**config.mk**
```make
export PLATFORM = sky130hd
export DESIGN_NAME = fetch_sequencer
export DESIGN_NICKNAME = d
export VERILOG_FILES = /design/src/rtl/fetch_sequencer.sv
export SDC_FILE = /design/constraint.sdc
export NUM_CORES = 1
export LEC_CHECK = 0
export ABC_AREA = 0
export ABC_CLOCK_PERIOD_IN_PS = 4200
export CAP_MARGIN = 25
export CORE_ASPECT_RATIO = 0.5
export CORE_MARGIN = 2
export CORE_UTILIZATION = 55
export CTS_BUF_LIST = sky130_fd_sc_hd__clkbuf_2
export DETAILED_ROUTE_END_ITERATION = 12
export PLACE_DENSITY = 0.78
export SYNTH_ARGS = -nofsm -noshare
export SYNTH_HDL_FRONTEND = slang
export SYNTH_SLANG_ARGS = --single-unit
```
**constraint.sdc**
```tcl
create_clock -name clk -period 4.2 [get_ports clk]
set_clock_uncertainty 0.1 [all_clocks]
set_input_delay 0.84 -clock clk [delete_from_list [all_inputs] [get_ports clk]]
set_output_delay 0.84 -clock clk [all_outputs]
set_load 0.005 [all_outputs]
```
**src/rtl/fetch_sequencer.sv**
```systemverilog
// fetch_sequencer: program counter with run/done sequencing, branches and a call/return stack
module fetch_sequencer #(
    parameter int D          = 12,
    parameter int OW         = 6,
    parameter int DEPTH      = 4,
    parameter int START_ADDR = 0,
    parameter int END_ADDR   = 128
) (
    input  logic          clk,
    input  logic          reset,
    input  logic          req,
    input  logic          stall,
    input  logic [1:0]    branch,
    input  logic          jcnd,
    input  logic [D-1:0]  target,
    input  logic [OW-1:0] offset,
    input  logic          call,
    input  logic          ret,
    input  logic          halt,
    output logic [D-1:0]  prog_ctr,
    output logic          running,
    output logic          done,
    output logic          stk_err
);
    localparam int SW = $clog2(DEPTH + 1);

    typedef enum logic [1:0] {IDLE, RUN, DONE} state_t;

    state_t        state, state_n;
    logic [SW-1:0] sp, sp_n;
    logic [D-1:0]  stack [2**SW];
    logic [D-1:0]  pc_n, pc_inc, pc_rel, pc_step;
    logic          done_n, err_n, push, pop_ok, push_ok, bad;

    assign pc_inc  = prog_ctr + D'(1);
    assign pc_rel  = prog_ctr + {{(D-OW){offset[OW-1]}}, offset};
    assign pop_ok  = ret && sp != '0;
    assign push_ok = call && !ret && sp < SW'(DEPTH);
    assign bad     = (ret && sp == '0) || (call && !ret && sp == SW'(DEPTH));
    assign running = state == RUN;

    // candidate next PC for an unstalled run step: ret > call > branch > increment
    always_comb begin
        pc_step = ret ? (pop_ok ? stack[sp - SW'(1)] : pc_inc) :
                  call ? target :
                  branch == 2'b01 ? target :
                  branch == 2'b10 ? (jcnd ? target : pc_inc) :
                  branch == 2'b11 ? (jcnd ? pc_rel : pc_inc) : pc_inc;
    end

    // sequencing: next state, PC, stack pointer and flags
    always_comb begin
        state_n = state;
        pc_n    = prog_ctr;
        sp_n    = sp;
        done_n  = done;
        err_n   = stk_err;
        push    = 1'b0;
        case (state)
            IDLE: begin
                pc_n   = D'(START_ADDR);
                done_n = 1'b0;
                if (req) begin
                    state_n = RUN;
                    sp_n    = '0;
                    err_n   = 1'b0;
                end
            end
            RUN: begin
                if (!stall && halt) begin
                    state_n = DONE;
                    done_n  = 1'b1;
                end else if (!stall) begin
                    pc_n  = pc_step;
                    sp_n  = pop_ok ? sp - SW'(1) : push_ok ? sp + SW'(1) : sp;
                    err_n = stk_err | bad;
                    push  = push_ok;
                    if (pc_step == D'(END_ADDR)) begin
                        state_n = DONE;
                        done_n  = 1'b1;
                    end
                end
            end
            DONE: begin
                if (!req) begin
                    state_n = IDLE;
                    done_n  = 1'b0;
                    pc_n    = D'(START_ADDR);
                end
            end
            default: state_n = IDLE;
        endcase
    end

    // control registers with asynchronous active-low reset
    always_ff @(posedge clk or negedge reset) begin
        if (!reset) begin
            state    <= IDLE;
            prog_ctr <= D'(START_ADDR);
            sp       <= '0;
            done     <= 1'b0;
            stk_err  <= 1'b0;
        end else begin
            state    <= state_n;
            prog_ctr <= pc_n;
            sp       <= sp_n;
            done     <= done_n;
            stk_err  <= err_n;
        end
    end

    // return-address storage; contents need no reset since sp gates every read
    always_ff @(posedge clk) begin
        if (push) stack[sp] <= pc_inc;
    end
endmodule

```
==> results.json <==
{
  "period_share_pct": 93.64,
  "antenna_found_initial": 0,
  "io_buffers": 42,
  "synthCells": 429,
  "status": "complete, no violations",
  "grtUsageMet1_pct": 35.22,
  "yosysWarnings": 0,
  "layout_commonest_cell": "edfxtp_1",
  "cts_buffer_depth": 2,
  "die_area_sq_mm": 0.01146,
  "drt_iter0_drc": 460,
  "clock_latency_ns": 0.64,
  "viasPerCell": 5.952,
  "finalMaxSlewViolations": 0,
  "worst-setup-path-type": "register to register",
  "cts_hold_buf": 0,
  "grt-ovfl-total": 0,
  "io_pins": 43,
  "cts_buffers": 17,
  "dp_slack_ns": 0.001287,
  "grt_pass1_vias": 3911,
  "die_width_um": 149.4,
  "final_layout_size_suffix_gt1_share_pct": 14.47,
  "yosysTopAreaCellShare_pct": 49.59,
  "final_cell_mix": "edfxtp_1 (96), conb_1 (48), clkdlybuf4s50_1 (42), o21ai_0 (25)",
  "ir_drop_mv": 0.2564,
  "end_kind": "register",
  "root_buffer": "clkbuf_2",
  "synth_cell_types": 62,
  "power_w": 0.004069,
  "hold_viol": 0,
  "synth_flop_cell": "edfxtp_1",
  "ys_top_cells_by_area": "edfxtp_1 (50%), dfrtp_1 (8.2%), mux4_2 (5.0%)",
  "final_cell_count_no_fill": 693,
  "post_cts_resize_count": 0,
  "layout_setup_ws_ns": 0.2670,
  "yosysTopAreaCell": "edfxtp_1",
  "ant_nets": 0,
  "start_util_pct": 56.73,
  "n_antenna_cell": 0,
  "cts_max_level": 4,
  "grt_pass1_wl_um": 20730,
  "met2_usage_pct": 38.07,
  "vias": 4125,
  "grt-busiest-layer": "met2",
  "syn_area_sq_mm": 0.005813,
  "clock-sinks": 115,
  "p_per_area_mw_per_mm2": 587.9,
  "wirelength_um": 13320,
  "grt_usage_pct": 24.58,
  "clk_pin_slew_ns": 0.18,
  "tritoncts": "done",
  "num-nets-final": 586,
  "required_ns": 4.66,
  "ys_seq_elements": 115,
  "slew_headroom_pct": 34.90,
  "totalNegativeSetupSlack_ns": 0,
  "cp-start-kind": "register",
  "grt_max_degree": 31,
  "post_cts_buffers": 0,
  "syn_avg_cell_area_sq_um": 13.55,
  "core_area_sq_mm": 0.01025,
  "die-height_um": 76.70,
  "cp_max_fo": 11,
  "async_flop_share_pct": 16.52,
  "fin_crit_ns": 3.933,
  "power_leakage_nw": 2.673,
  "utilization_pct": 67.53,
  "fill_cells": 763,
  "grt_util_met3_pct": 6.607,
  "drv_cap": 0,
  "hold_class": "register to register",
  "setup_viol": 0,
  "rows": 26,
  "dpl.cell_count": 663,
  "rsz0062_at_grt": "no",
  "syn_to_final_growth_pct": 19.05,
  "ys_seq_area_share_pct": 57.77,
  "drc": 0,
  "arrival_ns": 4.40,
  "drtPass1Iterations": 5,
  "wl_per_cell_um": 19.22,
  "tightest_slew_ns": 0.9695,
  "synth_edf_count": 96,
  "fmax_mhz": 254.3,
  "gp_congestion": 0.9361,
  "dp_hpwl_um": 9670
}
sequential cells by signal, indices dropped and copies added, names as in the netlist:
register and count:
prog_ctr 12, sp 3, stk_err 1, done 1, stack 96, state 2
worst max-delay path, stage by stage, from the launching register on:
cell      delay, ns
dfrtp_1        0.47
inv_1          0.16
ha_1           0.63
mux4_1         0.42
mux2_2         0.30
o31ai_1        0.38
a221oi_1       0.21
or4_1          0.55
nor4_1         0.31
a21oi_1        0.12
o21a_1         0.18
where the power goes:
group | switching (W) | internal, W | total (W)
clock network | 0.000427 | 0.000271 | 0.000698
registers | 0.000118 | 0.00146 | 0.00157
logic | 0.000970 | 0.000827 | 0.00180
stage by stage:
stage	hold WS, ns	cell area [sq um]
after floorplan	0.4034	5991
after global placement	0.4027	6694
after detailed placement	0.4220	6694
after CTS	0.4591	6920
after global routing	0.4873	6920
final	0.4573	6920
Yosys cell counts (all sizes together), types with 3 or more instances:
cell	count
mux2i	7
nor3	11
o211ai	7
edfxtp	96
xor2	9
nor2b	7
o22ai	3
clkbuf	13
o32a	3
a21oi	15
nand2b	3
a31oi	3
xnor2	10
and2	4
a211oi	3
nor3b	3
mux4	23
o21ai	28
a22o	9
buf	6
nand3	11
o21a	3
or3	3
a21o	4
ha	15
dfrtp	19
a221oi	3
inv	15
nand2	24
mux2	7
nand4	3
nor2	23
final cells by class:
class,count,area (sq um),share of cell area [%]
Sequential cell,115,3358,48.53
Multi-Input combinational cell,327,2504,36.18
Timing Repair Buffer,66,600.6,8.678
Tap cell,140,175.2,2.531
Clock inverter,12,136.4,1.971
Clock buffer,18,90.09,1.302
Inverter,15,56.30,0.8136
cell families after synthesis:
group | share of synthesized area, %
simple gates | 8.889
xor+xnor | 2.863
buf+inv | 2.368
flops | 57.77
fa+ha+maj | 3.573
mux | 12.12
compound gates | 12.35
other cells | 0.06451
metal layers:
layer | vias up | part of all wire (%)
met2 | 187 | 47
li1 | 1884 | -
met4 | 0 | 0.81
met3 | 17 | 8.4
met5 | - | 0
met1 | 2037 | 44
worst paths after layout:
kind                                   start                       end  slack (ns)  cells past startpoint
hold / removal              done$_DFFE_PN0P_          done$_DFFE_PN0P_        0.46                      2
setup / recovery           sp[1]$_DFFE_PN0P_      state[0]$_DFFE_PN0P_        0.27                     10
hold reg to reg             done$_DFFE_PN0P_          done$_DFFE_PN0P_        0.46                      2
max in group asynchronous              reset  prog_ctr[10]$_DFFE_PN0P_        2.86                      1
min in group asynchronous              reset       stk_err$_DFFE_PN0P_        0.58                      1
setup reg to reg           sp[1]$_DFFE_PN0P_      state[0]$_DFFE_PN0P_        0.27                     10
No activity file was read; power rests on OpenSTA's default activity.
